--- src/rtl/alu_pkg.sv ---
// Shared definitions for the sequential ALU: operation encodings and FSM states.
package alu_pkg;

  localparam logic [3:0] ALU_AND   = 4'b0000;
  localparam logic [3:0] ALU_OR    = 4'b0001;
  localparam logic [3:0] ALU_ADD   = 4'b0010;
  localparam logic [3:0] ALU_XOR   = 4'b0011;
  localparam logic [3:0] ALU_SLL   = 4'b0100;
  localparam logic [3:0] ALU_SRL   = 4'b0101;
  localparam logic [3:0] ALU_SUB   = 4'b0110;
  localparam logic [3:0] ALU_SRA   = 4'b0111;
  localparam logic [3:0] ALU_SLT   = 4'b1000;
  localparam logic [3:0] ALU_SLTU  = 4'b1001;
  localparam logic [3:0] ALU_MUL   = 4'b1010;
  localparam logic [3:0] ALU_MULHU = 4'b1011;
  localparam logic [3:0] ALU_DIVU  = 4'b1100;
  localparam logic [3:0] ALU_REMU  = 4'b1101;

  typedef enum logic [1:0] {
    IDLE = 2'd0,
    RUN  = 2'd1,
    DONE = 2'd2
  } state_t;

  function automatic logic is_iterative(input logic [3:0] sel);
    return sel inside {ALU_MUL, ALU_MULHU, ALU_DIVU, ALU_REMU};
  endfunction

endpackage

--- src/rtl/n_bit_iter_muldiv.sv ---
// Iterative unsigned multiply (shift-add) and divide (restoring), one bit per cycle.
module n_bit_iter_muldiv #(
  parameter int N = 32
) (
  input  logic         clk,
  input  logic         rst,
  input  logic         load,
  input  logic [1:0]   op,
  input  logic [N-1:0] A,
  input  logic [N-1:0] B,
  output logic [N-1:0] lo,
  output logic [N-1:0] hi,
  output logic         last
);

  localparam int CW = $clog2(N) + 1;

  logic [N-1:0]  hi_reg, lo_reg, b_reg;
  logic          div_reg, sel_hi_reg;
  logic [CW-1:0] count_reg;

  logic [N-1:0] hi_next, lo_next;
  logic [N:0]   mul_sum;
  logic [N:0]   rem_shift;

  always_comb begin
    hi_next   = hi_reg;
    lo_next   = lo_reg;
    mul_sum   = {1'b0, hi_reg} + {1'b0, (lo_reg[0] ? b_reg : {N{1'b0}})};
    rem_shift = {hi_reg, lo_reg[N-1]};
    if (div_reg) begin
      // Compare at N+1 bits so a zero divisor always "fits": quotient all ones, remainder A.
      if (rem_shift >= {1'b0, b_reg}) begin
        hi_next = rem_shift[N-1:0] - b_reg;
        lo_next = {lo_reg[N-2:0], 1'b1};
      end else begin
        hi_next = rem_shift[N-1:0];
        lo_next = {lo_reg[N-2:0], 1'b0};
      end
    end else begin
      hi_next = mul_sum[N:1];
      lo_next = {mul_sum[0], lo_reg[N-1:1]};
    end
  end

  always_ff @(posedge clk) begin
    if (rst) begin
      hi_reg     <= '0;
      lo_reg     <= '0;
      b_reg      <= '0;
      div_reg    <= 1'b0;
      sel_hi_reg <= 1'b0;
      count_reg  <= '0;
    end else if (load) begin
      hi_reg     <= '0;
      lo_reg     <= A;
      b_reg      <= B;
      div_reg    <= op[1];
      sel_hi_reg <= op[0];
      count_reg  <= CW'(N);
    end else if (count_reg != '0) begin
      hi_reg    <= hi_next;
      lo_reg    <= lo_next;
      count_reg <= count_reg - CW'(1);
    end
  end

  // Outputs show the value after this cycle's step; only the requested half is driven,
  // so the parent can merge the two with a plain OR on the last step.
  assign last = (count_reg == CW'(1));
  assign hi   = sel_hi_reg ? hi_next : '0;
  assign lo   = sel_hi_reg ? '0 : lo_next;

endmodule

--- src/rtl/rca.sv ---
// N-bit ripple-carry adder built from a chain of full adders.
module rca #(
  parameter int N = 32
) (
  input  logic [N-1:0] a,
  input  logic [N-1:0] b,
  input  logic         cin,
  output logic [N-1:0] sum
);

  logic [N-1:0] carry;

  assign carry[0] = cin;

  generate
    for (genvar gi = 0; gi < N; gi++) begin : g_fa
      assign sum[gi] = a[gi] ^ b[gi] ^ carry[gi];
      // The carry out of the top bit is never consumed, so it is not built.
      if (gi < N - 1) begin : g_carry
        assign carry[gi+1] = (a[gi] & b[gi]) | (carry[gi] & (a[gi] ^ b[gi]));
      end
    end
  endgenerate

endmodule

--- src/rtl/n_bit_seq_alu.sv ---
// Execute-stage ALU with start/busy/done handshake; iterative mul/div, single-cycle everything else.
module n_bit_seq_alu
  import alu_pkg::*;
#(
  parameter int N = 32
) (
  input  logic         clk,
  input  logic         rst,
  input  logic         start,
  input  logic [N-1:0] A,
  input  logic [N-1:0] B,
  input  logic [3:0]   sel,
  output logic         busy,
  output logic         done,
  output logic [N-1:0] ALUOutput,
  output logic         zeroFlag
);

  localparam int SW = $clog2(N);

  state_t       state_reg;
  logic         is_sub;
  logic [N-1:0] rca_b, rca_sum;
  logic [SW-1:0] sh;
  logic [N-1:0] single_result;
  logic         load;
  logic [N-1:0] md_lo, md_hi;
  logic         md_last;

  assign is_sub = (sel == ALU_SUB);
  assign rca_b  = is_sub ? ~B : B;
  assign sh     = B[SW-1:0];
  assign load   = (state_reg == IDLE) && start && is_iterative(sel);

  rca #(.N(N)) u_rca (
    .a   (A),
    .b   (rca_b),
    .cin (is_sub),
    .sum (rca_sum)
  );

  n_bit_iter_muldiv #(.N(N)) u_muldiv (
    .clk  (clk),
    .rst  (rst),
    .load (load),
    .op   ({sel[2], sel[0]}),
    .A    (A),
    .B    (B),
    .lo   (md_lo),
    .hi   (md_hi),
    .last (md_last)
  );

  always_comb begin
    single_result = '0;
    case (sel)
      ALU_ADD,
      ALU_SUB:  single_result = rca_sum;
      ALU_AND:  single_result = A & B;
      ALU_OR:   single_result = A | B;
      ALU_XOR:  single_result = A ^ B;
      ALU_SLL:  single_result = A << sh;
      ALU_SRL:  single_result = A >> sh;
      ALU_SRA:  single_result = $signed(A) >>> sh;
      ALU_SLT:  single_result = {{(N-1){1'b0}}, ($signed(A) < $signed(B))};
      ALU_SLTU: single_result = {{(N-1){1'b0}}, (A < B)};
      default:  single_result = '0;
    endcase
  end

  always_ff @(posedge clk) begin
    if (rst) begin
      state_reg <= IDLE;
      busy      <= 1'b0;
      done      <= 1'b0;
      ALUOutput <= '0;
      zeroFlag  <= 1'b1;
    end else begin
      case (state_reg)
        IDLE: begin
          done <= 1'b0;
          if (start) begin
            busy <= 1'b1;
            if (is_iterative(sel)) begin
              state_reg <= RUN;
            end else begin
              ALUOutput <= single_result;
              zeroFlag  <= (single_result == '0);
              done      <= 1'b1;
              state_reg <= DONE;
            end
          end
        end
        RUN: begin
          if (md_last) begin
            ALUOutput <= md_lo | md_hi;
            zeroFlag  <= ((md_lo | md_hi) == '0);
            done      <= 1'b1;
            state_reg <= DONE;
          end
        end
        DONE: begin
          done      <= 1'b0;
          busy      <= 1'b0;
          state_reg <= IDLE;
        end
        default: begin
          done      <= 1'b0;
          busy      <= 1'b0;
          state_reg <= IDLE;
        end
      endcase
    end
  end

endmodule

--- config.mk ---
export PLATFORM = sky130hd
export DESIGN_NAME = n_bit_seq_alu
export DESIGN_NICKNAME = d
export VERILOG_FILES = /design/src/rtl/alu_pkg.sv /design/src/rtl/n_bit_iter_muldiv.sv /design/src/rtl/rca.sv /design/src/rtl/n_bit_seq_alu.sv
export SDC_FILE = /design/constraint.sdc
export NUM_CORES = 1
export LEC_CHECK = 0
export BUFFER_PORTS_ARGS = -buffer_cell sky130_fd_sc_hd__clkbuf_2
export CORE_ASPECT_RATIO = 1.5
export CORE_MARGIN = 1
export CORE_UTILIZATION = 40
export DETAILED_ROUTE_END_ITERATION = 8
export SLEW_MARGIN = 40
export SYNTH_ARGS = -nofsm -noshare
export SYNTH_HDL_FRONTEND = slang
export SYNTH_HIERARCHICAL = 1
export SYNTH_SLANG_ARGS = --single-unit
--- constraint.sdc ---
create_clock -name clk -period 20.1 [get_ports clk]
set_input_delay 1.005 -clock clk [delete_from_list [all_inputs] [get_ports clk]]
set_output_delay 1.005 -clock clk [all_outputs]
set_load 0.005 [all_outputs]
After elaboration in Yosys (flattened, before gate mapping). Index checks and enable logic that the tools add are counted.

Flip-flop bits (word level): 141. Output and inout port bits: 35.

Eq/ne operators: 18. Reductions and logical operators: 15. Shift operators: 3. Bitwise operators: 163. Add/sub/neg operators: 3. $lt $le $gt $ge: 3. Muxes and demuxes: 31.

Operators with widths (number): $mux 32 (12); $pmux 32 s9 (1); $logic_not 32->1 (2); $lt 32x32->1 (2); $or 32x32->32 (2); $pmux 32 s2 (1); $xor 1x1->1 (64); $and 1x1->1 (62); $add 32x32->33 (1); $ge 33x32->1 (1); $and 32x32->32 (1); $not 32->32 (1); $shl 32x5->32 (1); $shr 32x5->32 (1); $sshr 32x5->32 (1); $sub 32x32->32 (1); $xor 32x32->32 (1); $or 1x1->1 (31); $eq 4x4->1 const B (6); $eq 4x3->1 const B (4); $mux 6 (2); $eq 4x2->1 const B (2); $mux 1 (8); $eq 6x1->1 const B (1); 17 further kinds (27).

Logic depth before layout (Yosys ltp). Gate-level depths: netlist (run 1).

Depth after elaboration: 71. Gate-level depth with buffers: 49. Depth with buffers taken out: 44.

Cells and area by module. Netlist (run 1), hierarchy kept.

By module, submodules not included: n_bit_iter_muldiv (area each 9375.2 um^2, sequential area each 2082.0 um^2, instances 1, cells each 1234); n_bit_seq_alu (area each 8908.5 um^2, sequential area each 740.7 um^2, instances 1, cells each 1178); rca (area each 663.1 um^2, sequential area each 0.0 um^2, instances 1, cells each 37).

Worst setup path before layout (run 1). Ideal clock, no wire load.

Path type: input to register. From: input sel[0]. To: register zeroFlag. Buffers on the path: 4. Required time: 20016 ps. Library setup time: 84 ps. Stages: 48. Slack: 3819 ps. Data arrival time: 16197 ps. Cells stage by stage: clkbuf_1 > nor3b_1 > clkbuf_1 > clkbuf_1 > and2_1 > clkbuf_1 > xnor2_1 > fa_1 > fa_1 > fa_1 > fa_1 > fa_1 > fa_1 > fa_1 > fa_1 > fa_1 > fa_1 > fa_1 > [... 12 more ...] > fa_1 > fa_1 > fa_1 > fa_1 > fa_1 > fa_1 > fa_1 > fa_1 > fa_1 > fa_1 > xor3_1 > a22oi_1 > nand3_1 > nor4_1 > nand2_1 > or4_1 > or4_1 > o31ai_2.

Cells in the longest elaborated chain, start to end: 71. Elaborated cells on any way between the ends: 181.

RTL lines: start, declared (RTL line n_bit_seq_alu.sv:12) `input logic [3:0] sel,`; $eq 4x3->1 * (RTL line n_bit_seq_alu.sv:30) `assign is_sub = (sel == ALU_SUB);`; $mux 32 * (RTL line n_bit_seq_alu.sv:31) `assign rca_b = is_sub ? ~B : B;`; net rca_b[0] (RTL line n_bit_seq_alu.sv:23) `logic [N-1:0] rca_b, rca_sum;`; $xor 1x1->1 (RTL line rca.sv:20) `assign carry[gi+1] = (a[gi] & b[gi]) | (carry[gi] & (a[gi] ^ b[gi]));`; $and 1x1->1 (RTL line rca.sv:20); $or 1x1->1 * (RTL line rca.sv:20); $and 1x1->1 * (RTL line rca.sv:20); $or 1x1->1 * (RTL line rca.sv:20); [... 57 more ...]; $or 1x1->1 * (RTL line rca.sv:20); $xor 1x1->1 * (RTL line rca.sv:17) `assign sum[gi] = a[gi] ^ b[gi] ^ carry[gi];`; net rca_sum[31] (RTL line n_bit_seq_alu.sv:23); $pmux 32 s9 * (RTL line n_bit_seq_alu.sv:56) `case (sel)`; $logic_not 32->1 * (RTL line n_bit_seq_alu.sv:88) `zeroFlag <= (single_result == '0);`; $mux 1 * (RTL line n_bit_seq_alu.sv:84) `if (is_iterative(sel)) begin`; $mux 1 * (RTL line n_bit_seq_alu.sv:82) `if (start) begin`; $pmux 1 s2 * (RTL line n_bit_seq_alu.sv:79) `case (state_reg)`; end signal, assigned (RTL line n_bit_seq_alu.sv:88); end signal, assigned (RTL line n_bit_seq_alu.sv:97) `zeroFlag <= ((md_lo | md_hi) == '0);`; end, declared (RTL line n_bit_seq_alu.sv:16) `output logic zeroFlag`.

Mark *: on every way through the listed nets, which the timed path passes. The rest lies on a longest branch. The select of a mux whose other input is x is not followed. A chain may end at the register's enable or synchronous reset.

Worst setup path in the final report (run 1).
From: input sel[1]. To: register zeroFlag.

Same word-level chain as after synthesis.

==> impl_metrics.toml, run 1 <==
[status]
status = "finished clean"

[cts]
clkTransAtPathRegs_ps = 70
holdBufCountCts = 0
numCtsBuffers = 17
h-tree-depth = 4
cts_tree = "yes"
cts.root.buffer_cell = "clkbuf_16"
clk-insertion-delay-late_ps = 460
ctsResizeCount = 0
postCtsSetupBuffers = 0
cts.sinks = 141
clk_path_buf_depth = 2

[global_route]
grt_util_met1_pct = 36.8
busiest_layer = "met2"
grt_first_pass_wirelength_um = 125000
met3_usage_pct = 3.57
grt_util_met2_pct = 63.3
antenna_found_initial = 0
overflow = 0
grt.total_usage_pct = 34.8
grt_pass1_vias = 19300
grt_max_degree = 78

[layout]
fin_nets = 2708
instances_no_fill = 3048
layout_commonest_cell = "nor2_1"
finish.utilization_pct = 43.4
layout-drive-gt1-share_pct = 12.9
layout.cells.most_common_list = "nor2_1, a21oi_1, nand2_1, ha_1, dfxtp_1"
antenna_cells = 0
areaGrowthSynthToFinish_pct = 7.08

[route]
vias_per_cell = 6.43
drt_iter0_drc = 1699
routedWlPerCell_um = 28.0
ant_nets = 0
drtPass1Iterations = 7
drc = 0
routed_wirelength_um = 85200
vias = 19600

[synth]
syn-cell-area_mm2 = 0.0189
yosysSeqAreaShare_pct = 14.9
ys_seq_elements = 141
ys_async_sr_fraction_pct = 0
synth.distinct_cells = 111
synth_edf_count = 0
synth_nets = 2716
synth.avg_cell_area_um2 = 7.74
syn_inst = 2449
ys_warn_count = 6
synth_ff_type = "dfxtp_1"

[setup_path]
rrSetupSlack_ps = 14450
cp_max_fo = 25
cpMaxStageDelayCell = "nor4_1"
critPathCapture = "zeroFlag"
worst_setup_path_start_kind = "input port"
worstPathArrival_ps = 17280
slowest_delay_ps = 530
worst_r2r_path_depth = 16
crit_required_ps = 20470
crit_start = "sel[1]"
critPathKind = "in2reg"
crit_top_cell = "fa_1"
critPathCaptureType = "register"
r2r-start = "u_muldiv/b_reg[1]"
reg2reg_to = "zeroFlag"

[pwr]
p_leak_nw = 8.51
irDropWorstVdd_mv = 0.0891
cellPowerDensity_mw_per_mm2 = 107

[sta]
tns_ps = 0
period_share_pct = 84.1
rsz0062_at_grt = "no"
fin_crit_ps = 16910
fmax_mhz = 59.2
hold_violations = 0
finalWorstSetupSlack_ps = 3190
final-setup-viol-count = 0
worst_clock_skew_ps = 15.9
worst_pin_slew_ps = 900
slew_headroom_pct = 39.3
whs_ps = 456
slew_violations = 0

[die]
dieArea_mm2 = 0.0483
fp.coreArea_mm2 = 0.0467
row_count = 97
floorplan.initialDensity_pct = 40.5
fp.dieW_um = 180
die_h_um = 269
ios = 106

[placement]
dp_slack_ps = 2950
numPortBuffers = 105
place_inst = 3013
dpl.hpwl_um = 67300
routabilityCongestion = 1.03

[run]
maxCapViolCount = 0

[hold_path]
hold_path_class = "reg2reg"
-- cells in the mapped netlist, types with 7 or more instances --
cell,count,area share (%)
nand2_1,177,3.5
buf_1,10,0.20
mux2i_1,135,7.1
buf_6,16,0.95
a311oi_1,9,0.42
or2_2,7,0.23
ha_1,163,11
nor2_1,287,5.7
o221ai_1,9,0.42
a31oi_1,17,0.56
a211oi_1,55,2.2
or3_1,21,0.69
nor3b_1,7,0.28
mux2_2,31,1.8
nand4_1,19,0.63
xor2_1,26,1.2
a21oi_1,204,5.4
o22ai_1,30,0.99
mux4_2,39,4.6
dfxtp_1,141,15
nor4_1,35,1.2
nor3_1,61,1.6
and3_1,16,0.53
xnor2_1,54,2.5
buf_4,12,0.48
nand3_1,39,1.0
o211ai_1,50,2.0
fa_1,33,3.5
o21a_1,22,0.87
o31ai_1,11,0.44
a21o_1,28,1.1
o21ai_0,103,2.7
a221oi_1,14,0.65
buf_2,16,0.42
a211o_1,7,0.32
nor2b_1,22,0.73
and2_1,59,1.9
clkbuf_1,111,2.2
nand2b_1,18,0.59
inv_1,138,2.7
a221o_1,10,0.53
a22o_1,7,0.32
a22oi_1,23,0.91
-- final cells by class --
cell class	instances	area, um2
repair buffers	147	857
flip-flops and latches	141	2830
well taps	594	743
fillers	4771	26400
clock inverters	14	149
multi-input cells	1994	14700
clock buffers	18	450
inverters	140	526
-- power by group --
group | internal (W) | switching, W | leakage, nW
logic | 0.000520 | 0.000914 | 7.07
registers | 0.000340 | 0.0000618 | 1.15
clock network | 0.000182 | 0.000152 | 0.291
total | 0.00104 | 0.00113 | 8.51
-- per-layer routing --
layer	share of wire, %	up-vias
met5	0	-
met2	50	831
met3	4.3	292
li1	-	8933
met1	37	9530
met4	9.2	0
-- stage by stage --
step | cell area (um2) | total power, W
after global routing | 20300 | 0.00230
after floorplan | 18900 | 0.00145
after CTS | 20200 | 0.00214
after detailed placement | 19600 | 0.00180
after global placement | 19600 | 0.00179
final | 20300 | 0.00217
-- worst min-delay path by stage --
stage,start,end,slack (ps),cells after the start
2_1_floorplan,ALUOutput[3],ALUOutput[3],450,2
3_3_place_gp,ALUOutput[16],ALUOutput[16],450,2
3_5_place_dp,ALUOutput[5],ALUOutput[5],450,2
4_1_cts,ALUOutput[5],ALUOutput[5],460,2
5_1_grt,ALUOutput[8],ALUOutput[8],480,2
6_report,ALUOutput[5],ALUOutput[5],460,2
-- critical path: cells and delay by family --
kind | cells | cell delay (ps)
adders and majority gates | 31 | 12240
xor gates and xnor gates | 2 | 490
and+or+nand+nor | 7 | 2280
buffers and inverters | 4 | 820
AOI/OAI and AO/OA | 2 | 390
-- kinds of logic (layout without fill, tap and decap cells) --
logic type / after synthesis / after routing / synth area share (%)
buffers and inverters: 314 / 319 / 7.71
adder cells (fa/ha/maj): 196 / 196 / 14.3
AO/OA/AOI/OAI: 703 / 703 / 25.2
multiplexers: 206 / 206 / 13.7
XOR/XNOR: 81 / 81 / 3.82
flip-flops: 141 / 141 / 14.9
AND/OR/NAND/NOR: 808 / 808 / 20.4
Note: power is estimated with default switching activity, not from simulation.
==> run 2, diff against run 1 <==
--- a/config.mk
+++ b/config.mk
@@ -5,6 +5,7 @@
 export SDC_FILE = /design/constraint.sdc
 export NUM_CORES = 1
 export LEC_CHECK = 0
+export ABC_AREA = 1
 export BUFFER_PORTS_ARGS = -buffer_cell sky130_fd_sc_hd__clkbuf_2
 export CORE_ASPECT_RATIO = 1.5
 export CORE_MARGIN = 1
==> constraint.sdc (replaced) <==
create_clock -name clk -period 14.7 [get_ports clk]
set_input_delay 0.735 -clock clk [delete_from_list [all_inputs] [get_ports clk]]
set_output_delay 0.735 -clock clk [all_outputs]
set_load 0.005 [all_outputs]
==> run 2 against run 1 <==
Against the previous run:
- wire length up 3.9%
- non-clock buffer count decreased by 1
- clock skew decreased by 0.66 ps
- sequential share of layout area is 0.62 points lower
- cell count up 34%
- global-route usage grew 0.42 points
- synthesized area is 3.8% higher
- setup slack worse by 2800 ps
- clock power rose by 40%
- largest cell class unchanged
==> impl_metrics.toml, run 2 <==
[synth]
ys_async_sr_fraction_pct = 0
synth_ff_type = "dfxtp_1"
yosysSeqAreaShare_pct = 14.3
syn_inst = 3393
synth.avg_cell_area_um2 = 5.80
yosysMostFrequentCell = "nand2_1"
synth_common_cells = "nand2_1, nand3_1, inv_1, nor2_1, a21oi_1"
yosys-top-cells-area = "nand2_1, dfxtp_1, nand3_1"
synth_edf_count = 0
synth.distinct_cells = 57
ys_warn_count = 6
yosysTopAreaCellShare_pct = 17.9
synth_nets = 3660
syn-cell-area_mm2 = 0.0197
ys_seq_elements = 141
synth_top_cell_by_area = "nand2_1"

[setup_path]
worst_r2r_path_depth = 22
reg2reg_to = "zeroFlag"
rrSetupSlack_ps = 9950
critPathCaptureType = "register"
r2r-start = "u_muldiv/lo_reg[0]"
worstPathArrival_ps = 14730
critPathKind = "in2reg"
worst_setup_path_start_kind = "input port"
slowest_delay_ps = 430
cpMaxStageDelayCell = "fa_1"
crit_required_ps = 15090
cp_max_fo = 2
crit_top_cell = "fa_1"

[cts]
clk-insertion-delay-late_ps = 450
h-tree-depth = 4
numCtsBuffers = 17
ctsResizeCount = 0
cts.sinks = 141
clkTransAtPathRegs_ps = 70
postCtsSetupBuffers = 0
holdBufCountCts = 0
cts_tree = "yes"
clk_path_buf_depth = 2
cts.root.buffer_cell = "clkbuf_16"

[sta]
fin_crit_ps = 14340
final-setup-viol-count = 0
slew_violations = 0
period_share_pct = 97.6
fmax_mhz = 69.7
worst_clock_skew_ps = 15.2
slew_headroom_pct = 42.2
rsz0062_at_grt = "no"
finalWorstSetupSlack_ps = 356
worst_pin_slew_ps = 863
hold_violations = 0
tns_ps = 0

[route]
drt_iter0_drc = 1525
routed_wirelength_um = 88500
vias_per_cell = 5.62
vias = 22900
routedWlPerCell_um = 21.7
ant_nets = 0
drtPass1Iterations = 7
drc = 0

[die]
fp.dieW_um = 183
floorplan.initialDensity_pct = 40.5
fp.coreArea_mm2 = 0.0486
die_h_um = 274
row_count = 99
ios = 106
dieArea_mm2 = 0.0501

[placement]
dpl.hpwl_um = 71300
numPortBuffers = 105
routabilityCongestion = 1.03
dp_slack_ps = -272

[status]
status = "finished clean"

[global_route]
grt_first_pass_wirelength_um = 132000
grt_max_degree = 76
grt_pass1_vias = 22400
antenna_found_initial = 5
grt.total_usage_pct = 35.3
overflow = 0

[layout]
layout.cells.most_common_list = "nand2_1, nand3_1, inv_1, nor2_1, a21oi_1"
layout-drive-gt1-share_pct = 8.48
layout_commonest_cell = "nand2_1"
fin_nets = 3675
areaGrowthSynthToFinish_pct = 7.94

[pwr]
p_leak_nw = 11.1
total_power_w = 0.00327
irDropWorstVdd_mv = 0.122
cellPowerDensity_mw_per_mm2 = 154

[hold_path]
min_from = "u_muldiv/lo_reg[1]"
hold_path_class = "reg2reg"
hold_path_end = "u_muldiv/lo_reg[1]"
hold_depth = 2

[run]
maxCapViolCount = 0
==> run 2: changes by cell type after synthesis, moves of 54 or more <==
cell      before  now
a211oi_1      55    1
nand2_1      177  940
inv_1        138  399
and2_1        59    4
mux2i_1      135   28
nand3_1       39  517
==> run 2: through the flow <==
step | util, % | hold WS (ps) | instance area, um2 | cells
finish | 43.7 | 468 | 21200 | 4082
floorplan | - | 444 | 19700 | 3393
global placement | 42.4 | 458 | 20600 | 4045
detailed placement | 42.4 | 458 | 20600 | 4045
global route | 43.7 | 485 | 21200 | 4081
CTS | 43.6 | 468 | 21200 | 4077
==> run 2: cell families (layout without fill, tap and decap cells) <==
family,count (synthesis),in the layout,share of synthesized area [%]
simple gates,1963,1963,43.6
buf+inv,567,595,12.0
flops,141,141,14.3
mux,28,28,1.42
other cells,0,5,0
xor+xnor,48,48,2.14
compound gates,450,450,12.8
fa+ha+maj,196,196,13.7
==> run 2: worst max path at each step <==
stage,cells after the start,start,endpoint
2_1_floorplan,52,sel[1],zeroFlag
3_3_place_gp,53,sel[0],zeroFlag
3_5_place_dp,53,sel[0],zeroFlag
4_1_cts,53,sel[0],zeroFlag
5_1_grt,53,sel[0],zeroFlag
6_report,53,sel[0],zeroFlag
==> run 2: layout make-up <==
type	count	area [um2]
Fill cell	5624	27300
Clock inverter	15	193
Multi-Input combinational cell	2685	14600
Sequential cell	141	2830
Tap cell	656	821
Timing Repair Buffer	146	833
Clock buffer	17	425
Antenna cell	5	12.5
Inverter	417	1580
==> run 2: per-layer routing <==
metal	global-route usage (%)	up-vias	part of all wire (%)
met1	36.2	10600	35
li1	-	11100	-
met5	0	-	0.017
met3	3.09	317	5.0
met4	30.3	2	9.8
met2	64.2	922	50
==> run 2: power breakdown <==
group / switching [W] / internal, W
sequential: 0.0000828 / 0.000457
combinational: 0.00158 / 0.000679
clock: 0.000206 / 0.000260
total: 0.00187 / 0.00140
==> run 2: critical path: cells and delay by family <==
| kind | cells | cell delay, ps |
|---|---|---|
| buffers and inverters | 4 | 290 |
| AND/OR/NAND/NOR | 17 | 1610 |
| XOR/XNOR | 1 | 120 |
| adder cells (fa/ha/maj) | 31 | 11980 |
